**src/rtl/ddr_cmd_sequencer_if.sv**
```systemverilog
// Request handshake plus DDR command/status bundle between the sequencer
// (master) and the requester/DIMM side (slave).
interface ddr_cmd_sequencer_if #(
  parameter int BANK_W = 4,
  parameter int ROW_W  = 15,
  parameter int COL_W  = 10
);
  logic              req_valid;
  logic              req_ready;
  logic              req_rw;
  logic              req_pre;
  logic [3:0]        req_bl;
  logic [BANK_W-1:0] req_bank;
  logic [ROW_W-1:0]  req_row;
  logic [COL_W-1:0]  req_col;

  logic              act_cmd;
  logic              rd_cmd;
  logic              wr_cmd;
  logic              pre_cmd;
  logic [BANK_W-1:0] cmd_bank;
  logic [ROW_W-1:0]  cmd_row;
  logic [COL_W-1:0]  cmd_col;

  logic              dev_busy;
  logic              next_cmd;
  logic              dev_rd;
  logic [1:0]        dev_rw;

  modport master (
    input  req_valid, req_rw, req_pre, req_bl, req_bank, req_row, req_col,
    output req_ready, act_cmd, rd_cmd, wr_cmd, pre_cmd,
           cmd_bank, cmd_row, cmd_col, dev_busy, next_cmd, dev_rd, dev_rw
  );

  modport slave (
    output req_valid, req_rw, req_pre, req_bl, req_bank, req_row, req_col,
    input  req_ready, act_cmd, rd_cmd, wr_cmd, pre_cmd,
           cmd_bank, cmd_row, cmd_col, dev_busy, next_cmd, dev_rd, dev_rw
  );
endinterface

```
**src/rtl/ddr_cmd_sequencer.sv**
```systemverilog
// Single-requester DDR4 command sequencer: ACT -> RD/WR -> optional PRE with
// tRCD/CL/CWL/burst/tRP timing and a single tracked open row.
module ddr_cmd_sequencer #(
  parameter int T_RCD  = 4,
  parameter int T_CL   = 5,
  parameter int T_CWL  = 4,
  parameter int T_RP   = 3,
  parameter int BANK_W = 4,
  parameter int ROW_W  = 15,
  parameter int COL_W  = 10
) (
  input  logic                 clock,
  input  logic                 reset_n,
  ddr_cmd_sequencer_if.master  bus
);

  typedef enum logic [2:0] {
    S_IDLE, S_ACT, S_TRCD, S_CAS, S_DATA, S_PRE, S_TRP
  } state_t;

  state_t            r_state;
  logic [7:0]        r_wait;
  logic              r_rw;
  logic              r_pre;
  logic              r_bc4;
  logic              r_miss;
  logic              r_row_open;
  logic [BANK_W-1:0] r_bank;
  logic [ROW_W-1:0]  r_row;
  logic [COL_W-1:0]  r_col;
  logic [BANK_W-1:0] r_open_bank;
  logic [ROW_W-1:0]  r_open_row;
  logic              r_act;
  logic              r_rd;
  logic              r_wr;
  logic              r_prec;
  logic [BANK_W-1:0] r_cmd_bank;
  logic [ROW_W-1:0]  r_cmd_row;
  logic [COL_W-1:0]  r_cmd_col;

  logic w_idle;
  logic w_hit;
  logic w_xfer;

  // Wait states exit when the counter reaches zero, so each load is length-1.
  function automatic logic [7:0] data_load(input logic rw, input logic bc4);
    int len;
    len = (rw ? T_CL : T_CWL) + (bc4 ? 2 : 4);
    return 8'(len - 1);
  endfunction

  assign w_idle = (r_state == S_IDLE);
  assign w_hit  = r_row_open && (bus.req_bank == r_open_bank) &&
                  (bus.req_row == r_open_row);
  assign w_xfer = (r_state == S_CAS) || (r_state == S_DATA);

  always_ff @(posedge clock or negedge reset_n) begin
    if (!reset_n) begin
      r_state     <= S_IDLE;
      r_wait      <= '0;
      r_rw        <= 1'b0;
      r_pre       <= 1'b0;
      r_bc4       <= 1'b0;
      r_miss      <= 1'b0;
      r_row_open  <= 1'b0;
      r_bank      <= '0;
      r_row       <= '0;
      r_col       <= '0;
      r_open_bank <= '0;
      r_open_row  <= '0;
      r_act       <= 1'b0;
      r_rd        <= 1'b0;
      r_wr        <= 1'b0;
      r_prec      <= 1'b0;
      r_cmd_bank  <= '0;
      r_cmd_row   <= '0;
      r_cmd_col   <= '0;
    end else begin
      r_act  <= 1'b0;
      r_rd   <= 1'b0;
      r_wr   <= 1'b0;
      r_prec <= 1'b0;
      case (r_state)
        S_IDLE: begin
          if (bus.req_valid) begin
            r_rw   <= bus.req_rw;
            r_pre  <= bus.req_pre;
            r_bc4  <= (bus.req_bl == 4'd4);
            r_bank <= bus.req_bank;
            r_row  <= bus.req_row;
            r_col  <= bus.req_col;
            if (!r_row_open) begin
              r_state     <= S_ACT;
              r_act       <= 1'b1;
              r_cmd_bank  <= bus.req_bank;
              r_cmd_row   <= bus.req_row;
              r_row_open  <= 1'b1;
              r_open_bank <= bus.req_bank;
              r_open_row  <= bus.req_row;
            end else if (w_hit) begin
              r_state    <= S_CAS;
              r_rd       <= bus.req_rw;
              r_wr       <= !bus.req_rw;
              r_cmd_bank <= bus.req_bank;
              r_cmd_col  <= bus.req_col;
            end else begin
              r_state    <= S_PRE;
              r_miss     <= 1'b1;
              r_prec     <= 1'b1;
              r_cmd_bank <= r_open_bank;
              r_row_open <= 1'b0;
            end
          end
        end
        S_ACT: begin
          r_state <= S_TRCD;
          r_wait  <= 8'(T_RCD - 2);
        end
        S_TRCD: begin
          if (r_wait == 8'd0) begin
            r_state    <= S_CAS;
            r_rd       <= r_rw;
            r_wr       <= !r_rw;
            r_cmd_bank <= r_bank;
            r_cmd_col  <= r_col;
          end else begin
            r_wait <= r_wait - 8'd1;
          end
        end
        S_CAS: begin
          r_state <= S_DATA;
          r_wait  <= data_load(r_rw, r_bc4);
        end
        S_DATA: begin
          if (r_wait != 8'd0) begin
            r_wait <= r_wait - 8'd1;
          end else if (r_pre) begin
            r_state    <= S_PRE;
            r_miss     <= 1'b0;
            r_prec     <= 1'b1;
            r_cmd_bank <= r_open_bank;
            r_row_open <= 1'b0;
          end else begin
            r_state <= S_IDLE;
          end
        end
        S_PRE: begin
          r_state <= S_TRP;
          r_wait  <= 8'(T_RP - 2);
        end
        S_TRP: begin
          if (r_wait != 8'd0) begin
            r_wait <= r_wait - 8'd1;
          end else if (r_miss) begin
            // The missed request re-opens its own row once tRP has elapsed.
            r_state     <= S_ACT;
            r_miss      <= 1'b0;
            r_act       <= 1'b1;
            r_cmd_bank  <= r_bank;
            r_cmd_row   <= r_row;
            r_row_open  <= 1'b1;
            r_open_bank <= r_bank;
            r_open_row  <= r_row;
          end else begin
            r_state <= S_IDLE;
          end
        end
        default: r_state <= S_IDLE;
      endcase
    end
  end

  assign bus.req_ready = w_idle;
  assign bus.dev_busy  = !w_idle;
  assign bus.act_cmd   = r_act;
  assign bus.rd_cmd    = r_rd;
  assign bus.wr_cmd    = r_wr;
  assign bus.pre_cmd   = r_prec;
  assign bus.cmd_bank  = r_cmd_bank;
  assign bus.cmd_row   = r_cmd_row;
  assign bus.cmd_col   = r_cmd_col;
  assign bus.next_cmd  = (r_state == S_DATA) && (r_wait == 8'd0);
  assign bus.dev_rd    = w_xfer && r_rw;
  assign bus.dev_rw    = w_xfer ? (r_rw ? 2'b01 : 2'b10) : 2'b00;

endmodule

```
**src/flat_wrapper.sv**
```systemverilog
// flat-port wrapper written by rule: the top's interface ports become plain ports
module ddr_cmd_sequencer_flat 
#(
  parameter int T_RCD  = 4,
  parameter int T_CL   = 5,
  parameter int T_CWL  = 4,
  parameter int T_RP   = 3,
  parameter int BANK_W = 4,
  parameter int ROW_W  = 15,
  parameter int COL_W  = 10
)
  (clock, reset_n, bus_req_valid, bus_req_rw, bus_req_pre, bus_req_bl, bus_req_bank, bus_req_row, bus_req_col, bus_req_ready, bus_act_cmd, bus_rd_cmd, bus_wr_cmd, bus_pre_cmd, bus_cmd_bank, bus_cmd_row, bus_cmd_col, bus_dev_busy, bus_next_cmd, bus_dev_rd, bus_dev_rw);
  ddr_cmd_sequencer_if #(.BANK_W(BANK_W), .ROW_W(ROW_W), .COL_W(COL_W)) bus_i ();
  input  logic clock;
  input  logic reset_n;
  input wire logic [$bits(bus_i.req_valid)-1:0] bus_req_valid;
  input wire logic [$bits(bus_i.req_rw)-1:0] bus_req_rw;
  input wire logic [$bits(bus_i.req_pre)-1:0] bus_req_pre;
  input wire logic [$bits(bus_i.req_bl)-1:0] bus_req_bl;
  input wire logic [$bits(bus_i.req_bank)-1:0] bus_req_bank;
  input wire logic [$bits(bus_i.req_row)-1:0] bus_req_row;
  input wire logic [$bits(bus_i.req_col)-1:0] bus_req_col;
  output wire logic [$bits(bus_i.req_ready)-1:0] bus_req_ready;
  output wire logic [$bits(bus_i.act_cmd)-1:0] bus_act_cmd;
  output wire logic [$bits(bus_i.rd_cmd)-1:0] bus_rd_cmd;
  output wire logic [$bits(bus_i.wr_cmd)-1:0] bus_wr_cmd;
  output wire logic [$bits(bus_i.pre_cmd)-1:0] bus_pre_cmd;
  output wire logic [$bits(bus_i.cmd_bank)-1:0] bus_cmd_bank;
  output wire logic [$bits(bus_i.cmd_row)-1:0] bus_cmd_row;
  output wire logic [$bits(bus_i.cmd_col)-1:0] bus_cmd_col;
  output wire logic [$bits(bus_i.dev_busy)-1:0] bus_dev_busy;
  output wire logic [$bits(bus_i.next_cmd)-1:0] bus_next_cmd;
  output wire logic [$bits(bus_i.dev_rd)-1:0] bus_dev_rd;
  output wire logic [$bits(bus_i.dev_rw)-1:0] bus_dev_rw;
  assign bus_i.req_valid = bus_req_valid;
  assign bus_i.req_rw = bus_req_rw;
  assign bus_i.req_pre = bus_req_pre;
  assign bus_i.req_bl = bus_req_bl;
  assign bus_i.req_bank = bus_req_bank;
  assign bus_i.req_row = bus_req_row;
  assign bus_i.req_col = bus_req_col;
  assign bus_req_ready = bus_i.req_ready;
  assign bus_act_cmd = bus_i.act_cmd;
  assign bus_rd_cmd = bus_i.rd_cmd;
  assign bus_wr_cmd = bus_i.wr_cmd;
  assign bus_pre_cmd = bus_i.pre_cmd;
  assign bus_cmd_bank = bus_i.cmd_bank;
  assign bus_cmd_row = bus_i.cmd_row;
  assign bus_cmd_col = bus_i.cmd_col;
  assign bus_dev_busy = bus_i.dev_busy;
  assign bus_next_cmd = bus_i.next_cmd;
  assign bus_dev_rd = bus_i.dev_rd;
  assign bus_dev_rw = bus_i.dev_rw;
  ddr_cmd_sequencer #(.T_RCD(T_RCD), .T_CL(T_CL), .T_CWL(T_CWL), .T_RP(T_RP), .BANK_W(BANK_W), .ROW_W(ROW_W), .COL_W(COL_W)) u_core (.clock(clock), .reset_n(reset_n), .bus(bus_i));
endmodule
```
**config.mk**
```make
export PLATFORM = sky130hd
export DESIGN_NAME = ddr_cmd_sequencer_flat
export DESIGN_NICKNAME = d
export VERILOG_FILES = /design/src/rtl/ddr_cmd_sequencer_if.sv /design/src/rtl/ddr_cmd_sequencer.sv /design/src/flat_wrapper.sv
export SDC_FILE = /design/constraint.sdc
export NUM_CORES = 1
export LEC_CHECK = 0
export ABC_AREA = 1
export CORE_ASPECT_RATIO = 2
export CORE_MARGIN = 5
export CORE_UTILIZATION = 40
export DETAILED_ROUTE_END_ITERATION = 8
export GPL_ROUTABILITY_DRIVEN = 0
export SKIP_CTS_REPAIR_TIMING = 1
export SLEW_MARGIN = 0
export SYNTH_ARGS = -nofsm -noshare
export SYNTH_HDL_FRONTEND = slang
export SYNTH_SLANG_ARGS = --single-unit
```
**constraint.sdc**
```tcl
create_clock -name clock -period 1.9 [get_ports clock]
set_input_delay 0.38 -clock clock [delete_from_list [all_inputs] [get_ports clock]]
set_output_delay 0.38 -clock clock [all_outputs]
set_load 0.05 [all_outputs]
```
# Word-level counts from Yosys, hierarchy flattened
# Cells that the tools add are included.
# totals
register_bits	82
wordCells	139
# op_classes
n_addsub	3
n_eq_ne	21
n_mux	72
reduce_logical	25
# ops
operator	count
15-bit 2-to-1 mux	4
10-bit 2-to-1 mux	4
4-bit 2-to-1 mux	10
8-bit one-hot mux with 5 select lines	1
1-bit 2-to-1 mux	30
15-bit one-hot mux with 2 select lines	1
3-bit 2-to-1 mux	8
3-bit one-hot mux with 7 select lines	1
10-bit one-hot mux with 2 select lines	1
8-bit 2-to-1 mux	2
4-bit one-hot mux with 4 select lines	1
15-bit == test	1
2-bit inequality test, second input constant	7
7-bit AND reduction	2
2-bit by 1-bit inequality test with 1-bit output, second input constant	5
5-bit AND reduction	2
3-bit == test, second input constant	3
8-bit adder	1
8-bit logical NOT	1
1-bit one-hot mux with 2 select lines	4
4-bit one-hot mux with 2 select lines	1
8-bit nonzero test	1
8-bit by 1-bit subtractor with 8-bit output, second input constant	1
8-bit by 2-bit subtractor with 8-bit output, second input constant	1
other kinds (19)	28

# Longest topological paths before layout
# Gate-level depths: netlist of run 1.
# depth
ltp_word	7
depth_mapped	13

# Least setup slack after synthesis of run 1
# No wires, ideal clock.
# synth_timing
path_type	flip-flop to output port
startpoint	register u_core.r_state[0]
endpoint	output port bus_dev_rw[0]
arrival_time_ps	1925
required_ps	1520
setup_slack_ps	-405
path_stages_with_launch	8
cell_sequence	dfrtp_1 nand2_1 inv_1 nand2_1 inv_1 a21oi_1 nor2_1 buf_4
# synth_via
elab_chain_len	3
elab_cells_between_ends	4
cone_classes	eq/ne (2); mux (1); reduce/logical (1)
# synth_rtl
item	line_no	source
start: declaration	ddr_cmd_sequencer.sv:21	state_t r_state;
start signal: assignment	ddr_cmd_sequencer.sv:59	r_state <= S_IDLE;
start signal: assignment	ddr_cmd_sequencer.sv:93	r_state <= S_ACT;
start signal: assignment	ddr_cmd_sequencer.sv:101	r_state <= S_CAS;
3-bit by 2-bit == test with 1-bit output / 3-bit == test (equally long branches)	ddr_cmd_sequencer.sv:55	assign w_xfer = (r_state == S_CAS) || (r_state == S_DATA);
1-bit logical OR *	ddr_cmd_sequencer.sv:55	
2-bit 2-to-1 mux *	ddr_cmd_sequencer.sv:184	assign bus.dev_rw = w_xfer ? (r_rw ? 2'b01 : 2'b10) : 2'b00;
end: declaration	flat_wrapper.sv:34	output wire logic [$bits(bus_i.dev_rw)-1:0] bus_dev_rw;
# Every way passes the cells marked *; elsewhere a longest branch is shown, timed or not.

# Final worst setup path of run 1
# layout_timing
startpoint	register u_core.r_wait[0]
endpoint	output port bus_next_cmd
# layout_via
elab_chain_len	2
# layout_rtl
item	line_no	source
start: declaration	ddr_cmd_sequencer.sv:22	logic [7:0] r_wait;
start signal: assignment	ddr_cmd_sequencer.sv:117	r_wait <= 8'(T_RCD - 2);
start signal: assignment	ddr_cmd_sequencer.sv:127	r_wait <= r_wait - 8'd1;
start signal: assignment	ddr_cmd_sequencer.sv:132	r_wait <= data_load(r_rw, r_bc4);
8-bit logical NOT	ddr_cmd_sequencer.sv:182	assign bus.next_cmd = (r_state == S_DATA) && (r_wait == 8'd0);
1-bit logical AND	ddr_cmd_sequencer.sv:182	
end: declaration	flat_wrapper.sv:32	output wire logic [$bits(bus_i.next_cmd)-1:0] bus_next_cmd;
# Every way passes these cells.

==> key figures, run 1 <==
Run status
  • Status: complete, but fails checks
  • Violated checks: setup timing

Place
  • Post-DP HPWL: about 9600 µm
  • Placed cells: ~850
  • Port buffer count: 76
  • Area of placed instances: 5740 µm²

Final layout
  • Register Area: 2060 µm²
  • Synth-to-Final Area Change: 38.0%
  • Multi-input logic area: 2140 µm²
  • Layout cell share with drive strength beyond 1: 23.1%
  • Post-route cell area: about 6200 µm²
  • # diodes: 0
  • Final Net Count: between 700 and 800
  • Filler instances: around 1000
  • Non-Filler Instances: just under 900

Detailed routing
  • Post-route ant nets: 0
  • Drt initial violations: approximately 220
  • Wirelength per Cell: roughly 14 µm
  • Vias: between 4000 and 5000
  • Wirelength, routed: roughly 13000 µm
  • DRC: 0
  • Drt pass-1 iters: 5
  • Vias/cell: between 4 and 5

Critical path
  • Crit end category: output port
  • Reg2reg path depth: 11
  • WP data arrival: about 1.6 ns
  • Worst stage delay on the critical path: 0.40 ns
  • Reg-to-reg startpoint: u_core.r_wait[0]
  • Critical setup path kind: flip-flop to output port
  • Slowest cell on the critical path: dfrtp_1
  • Worst-path fanout max: 3
  • Reg2reg end: u_core.r_open_bank[0]
  • R2r setup slk: 0.10 ns
  • Crit path cell chain: inv_2, ha_4, nand3_2, nor2_4, inv_2, nor2_4, buf_12
  • Startpoint Class: flip-flop
  • Required @ worst endpoint: 1.52 ns

Global routing
  • Met2 usage in global routing: roughly 36%
  • Initial antenna violation count: 0
  • GRT met3 Usage: ~2.8%
  • Tot GR Track Use: 18.9%
  • Pin count of the biggest net entering global routing: 31
  • First-pass GRT wire length: around 21000 µm
  • GRT Residual Overflow: 0
  • Vias in the first global route: around 4500
  • Busiest grt layer: met2
  • Met1 Use GR: between 10% and 20%

Synthesis
  • Synthesized area per cell: between 7 and 8 µm²
  • Post-synth EDFFs: 0
  • Syn_nets: around 650
  • Mapped cell area: 4530 µm²
  • Gate Count Post-Synth: ~600
  • FF+latch count, synth: a little over 80
  • Register area share after synthesis: 45.3%
  • Number of distinct library cells after synthesis: 34
  • Top FF cell, synth: dfrtp_1
  • Warnings from Yosys: 0
  • Synth async-reset ratio: between 90% and 100%

Timing
  • Headroom to the max-slew limit: roughly 66%
  • Final setup viols: 1
  • Fin. Hold Viols: 0
  • Clk_skew: around 0.0052 ns
  • Period utilization: 102%
  • Fmax: 518 MHz
  • Final hold slack: 0.382 ns
  • TNS Setup: -0.0306 ns
  • Worst setup margin: -0.0306 ns
  • RSZ-0062 raised after global routing: yes
  • Least-Margin Pin Slew: just over 0.5 ns
  • Final Max Slew Viols: 0
  • Crit path time final: ~1.9 ns

Floorplanning
  • Die footprint: 13700 µm²
  • Die Y-Extent: ~160 µm
  • Die W: around 85 µm
  • Core ar.: 11200 µm²
  • Starting Density: about two fifths
  • Ports: between 70 and 80
  • Num rows: 55

Min path
  • Hold endpoint: u_core.r_bank[0]
  • Hold path start: bus_req_bank[0]
  • Hold WC Path Type: primary input to flip-flop
  • Worst Hold Depth: 3

CTS
  • CTS Buf Count: 9
  • CTS clk-pin slew, worst paths: roughly 0.070 ns
  • Max Root-Sink Buffers: 2
  • Clock Sinks: ~80
  • Worst-Skew Late Latency: ~0.34 ns
  • Root Driver: clkbuf_16
  • H-Tree Depth: 3
  • CTS tree: yes

Power and ir drop
  • P per Cell Area: about 1800 nW/µm²
  • Maximum VDD drop: 0.899 mV
  • Pwr Total: approximately 11000 µW
  • LEAKAGE: about 0.0032 µW

Job
  • Max-cap viol count: 0
==> logic make-up (layout without fill, tap and decap cells) <==
group | Yosys count | count (layout) | synth area share [%]
compound gates | 122 | 122 | 16.2
xor+xnor | 5 | 5 | 0.968
fa+ha+maj | 4 | 4 | 1.11
buf+inv | 105 | 237 | 9.57
flops | 82 | 82 | 45.3
simple gates | 286 | 286 | 26.8
==> layer usage <==
metal | vias to the layer above | wire, µm
met4 | 0 | 499
met3 | 31 | 465
met2 | 108 | 6970
li1 | 2179 | -
met5 | - | 0
met1 | 2029 | 4580
==> per-stage QoR <==
stage / worst slack, ns / utilization, %
4_1_cts: -0.309 / 53.8
3_3_place_gp: -0.377 / 51.2
6_report: -0.0306 / 55.7
2_1_floorplan: -0.141 / -
3_5_place_dp: -0.405 / 51.2
5_1_grt: -0.0758 / 55.7
==> worst max path at each step <==
stage                                 end               from  slack (ns)
floorplan                   bus_dev_rw[0]  u_core.r_state[0]       -0.14
CTS                          bus_next_cmd   u_core.r_wait[0]       -0.31
finish                       bus_next_cmd   u_core.r_wait[0]       -0.03
global route                 bus_next_cmd   u_core.r_wait[0]       -0.08
detailed placement  u_core.bus.cmd_col[3]    bus_req_bank[1]       -0.41
global placement    u_core.bus.cmd_col[4]    bus_req_bank[1]       -0.38
==> critical path: cells and delay by family (launching register included) <==
kind	cells	cell delay, ns
adder cells (fa/ha/maj)	1	0.14
buffers and inverters	3	0.32
flip-flops	1	0.40
AND/OR/NAND/NOR	3	0.36
==> state kept, by name (all words and copies together) (netlist names), 3 cells and up <==
| name | count |
|---|---|
| u_core.r_open_row | 15 |
| u_core.r_row | 15 |
| u_core.bus.cmd_col | 10 |
| u_core.r_col | 10 |
| u_core.r_wait | 8 |
| u_core.bus.cmd_bank | 4 |
| u_core.r_bank | 4 |
| u_core.r_open_bank | 4 |
| u_core.r_state | 3 |
==> final cells by class <==
type / count / area share (%)
Tap cell: 142 / 2.84
Timing Repair Buffer: 136 / 20.0
Inverter: 85 / 5.25
Clock inverter: 7 / 1.22
Multi-Input combinational cell: 417 / 34.2
Clock buffer: 9 / 3.61
Sequential cell: 82 / 32.9
==> report_power, final <==
part	total [µW]	internal [µW]	switching (µW)
logic	6410	2290	4120
clock network	1790	1030	762
registers	3110	2560	555
==> cell usage after synthesis, types with 2 or more instances <==
| library cell | instances | share of area [%] |
|---|---|---|
| nor3_1 | 8 | 0.88 |
| buf_2 | 10 | 1.1 |
| o21ai_0 | 60 | 6.6 |
| o22ai_1 | 5 | 0.69 |
| o32ai_1 | 2 | 0.39 |
| xor2_1 | 3 | 0.58 |
| xnor2_1 | 2 | 0.39 |
| or2_2 | 2 | 0.28 |
| dfrtp_1 | 82 | 45 |
| o21ai_2 | 10 | 1.9 |
| a21oi_1 | 22 | 2.4 |
| inv_1 | 82 | 6.8 |
| inv_2 | 3 | 0.25 |
| o211ai_1 | 19 | 3.2 |
| nand2_4 | 2 | 0.50 |
| nand2_1 | 183 | 15 |
| nor2_2 | 4 | 0.55 |
| nand2_2 | 2 | 0.28 |
| nand3_1 | 21 | 2.3 |
| buf_4 | 2 | 0.33 |
| nand4_1 | 2 | 0.28 |
| ha_1 | 4 | 1.1 |
| nor2_1 | 53 | 4.4 |
| nor3b_2 | 2 | 0.55 |
| nor2_4 | 5 | 1.2 |
| clkbuf_1 | 6 | 0.50 |
==> placed cells by master (no fill, tap or decap), types with 2 or more instances in the layout <==
master,instances
ha_1,3
inv_6,3
o22ai_1,5
clkinvlp_4,3
dfrtp_2,3
a21oi_4,2
inv_2,6
nor3b_2,2
o32ai_1,2
nand2_4,3
a21oi_1,21
clkdlybuf4s50_1,35
nand2_2,8
nor3_1,7
nor3_2,2
nor2_1,46
nand3_1,19
xor2_1,3
buf_12,8
nand4_1,2
o21ai_2,10
nor2_4,7
nand2_1,176
o211ai_1,19
nand3_2,2
nor2_2,9
inv_1,77
dfrtp_1,79
clkbuf_16,9
or2_2,2
dlymetal6s2s_1,7
buf_4,85
o21ai_0,60
Power figures use the tool's default switching activity.
==> run 2: changes to the inputs <==
--- a/config.mk
+++ b/config.mk
@@ -6,11 +6,13 @@
 export NUM_CORES = 1
 export LEC_CHECK = 0
 export ABC_AREA = 1
+export ABC_CLOCK_PERIOD_IN_PS = 1900
 export CORE_ASPECT_RATIO = 2
 export CORE_MARGIN = 5
 export CORE_UTILIZATION = 40
 export DETAILED_ROUTE_END_ITERATION = 8
 export GPL_ROUTABILITY_DRIVEN = 0
+export SETUP_SLACK_MARGIN = 0.15
 export SKIP_CTS_REPAIR_TIMING = 1
 export SLEW_MARGIN = 0
 export SYNTH_ARGS = -nofsm -noshare
==> key figures, run 2 (synthesized netlist as in run 1, its figures left out) <==
Run status
  • Status: complete, but fails checks
  • Violated checks: setup timing

Floorplanning
  • Die footprint: about 14000 µm²
  • Die Y-Extent: 160 µm
  • Die W: roughly 85 µm
  • Num rows: 55
  • Ports: 77
  • Core ar.: 11200 µm²
  • Starting Density: roughly two fifths

Place
  • Placed cells: between 800 and 900
  • Port buffer count: 76
  • Dpl ws: -0.447 ns
  • Post-DP HPWL: ~9500 µm

Min path
  • Hold WC Path Type: primary input to flip-flop
  • Hold path start: bus_req_bank[3]

Timing
  • RSZ-0062 raised after global routing: yes
  • Final setup viols: 4
  • Period utilization: 106%
  • Fin. Hold Viols: 0
  • Clk_skew: 0.00849 ns
  • Worst setup margin: -0.111 ns
  • Headroom to the max-slew limit: about two thirds
  • Final Max Slew Viols: 0
  • Final hold slack: between 0.4 and 0.5 ns
  • Least-Margin Pin Slew: slightly above 0.5 ns
  • Fmax: 497 MHz
  • Crit path time final: 2.01 ns

CTS
  • Clock Sinks: 82
  • Root Driver: clkbuf_16
  • Worst-Skew Late Latency: about 0.35 ns
  • H-Tree Depth: 3
  • Max Root-Sink Buffers: 2
  • CTS clk-pin slew, worst paths: 0.07 ns
  • CTS Buf Count: 9
  • CTS tree: yes

Critical path
  • Crit path cell chain: inv_2, ha_4, nand3_4, nor2_4, inv_2, nor2_4, buf_12
  • Slowest cell on the critical path: dfrtp_1
  • WP buf/inv: 3
  • Reg-to-reg startpoint: u_core.r_state[0]
  • Critical setup path kind: flip-flop to output port
  • Worst stage delay on the critical path: between 0.3 and 0.4 ns
  • Required @ worst endpoint: roughly 1.5 ns
  • WP data arrival: 1.63 ns
  • Worst-path fanout max: 5
  • Largest delay share family, worst path: simple AND/OR/NAND/NOR gates
  • Startpoint Class: flip-flop
  • Crit end category: output port
  • Crit path from: u_core.r_wait[0]

Power and ir drop
  • Maximum VDD drop: ~1.4 mV
  • LEAKAGE: approximately 0.0035 µW
  • P per Cell Area: approximately 1800 nW/µm²

Detailed routing
  • Vias: roughly 4600
  • Vias/cell: 5.03
  • Drt initial violations: around 260
  • Post-route ant nets: 0
  • Drt pass-1 iters: 4
  • Wirelength, routed: between 10000 and 15000 µm
  • Wirelength per Cell: ~16 µm
  • DRC: 0

Global routing
  • Initial antenna violation count: 0
  • Tot GR Track Use: around a fifth
  • GRT Residual Overflow: 0
  • Vias in the first global route: around 4400
  • First-pass GRT wire length: between 20000 and 25000 µm
  • Pin count of the biggest net entering global routing: 64

Job
  • Max-cap viol count: 0

Final layout
  • Final Net Count: ~800
  • Top Registers: u_core.r_open_row x15, u_core.r_row x15
  • Commonest non-fill, non-tap cells in the layout: nand2_1 (162), buf_4 (98), dfrtp_1 (75)
  • Layout cell share with drive strength beyond 1: between 30% and 40%
  • Non-Filler Instances: a little over 900
  • Most common cell after layout, fill and taps aside: nand2_1
  • # diodes: 0
  • Synth-to-Final Area Change: 50.4%
-- run 2: report_power, final --
part | internal (µW) | switching [µW] | total [µW]
registers | 2560 | 562 | 3130
clock network | 1170 | 767 | 1930
logic | 2870 | 4600 | 7470
-- run 2: worst register-to-register path, cell delays in order, from the launching register on --
cell and delay (ns):
dfrtp_2 0.44, buf_12 0.14, nor2_4 0.14, nand2_4 0.14
nor2_4 0.17, inv_4 0.06, o21ai_4 0.21, buf_12 0.17
clkbuf_16 0.16, o211ai_1 0.11, o21ai_2 0.08
-- run 2: area by class of cell --
cell class	count	area (µm²)
flip-flops and latches	82	2060
multi-input cells	418	2310
well taps	142	178
clock buffers	9	225
inverters	85	332
repair buffers	163	1590
fillers	963	4410
clock inverters	7	101
-- run 2: metrics by stage --
stage	instance area (µm²)	total power [µW]	utilization [%]	setup TNS, ns
after global placement	5740	9140	51.2	-5.21
after detailed placement	5740	9240	51.2	-5.70
after CTS	6070	11200	54.1	-1.66
final	6810	12500	60.7	-0.260
after floorplan	4560	7210	-	0
after global routing	6810	13400	60.7	-0.718
-- run 2: final timing paths --
kind / endpoint / slack, ns / depth (start not counted)
max reg2reg: u_core.r_open_row[13] / 0 / 10
min in group asynchronous: u_core.r_row[6] / 0.45 / 2
max: bus_next_cmd / -0.11 / 7
min: u_core.r_bank[3] / 0.43 / 4
max in group asynchronous: u_core.r_open_row[11] / 0.81 / 3
min reg2reg: u_core.r_miss / 0.47 / 2
-- run 2: per-layer routing --
metal  up-vias  global-route usage [%]  share of wire [%]
li1       2231                       -                  -
met1      2164                    20.0                 35
met2       123                    36.5                 57
met3        35                    2.98                3.8
met4         0                    6.99                4.3
met5         -                       0                  0
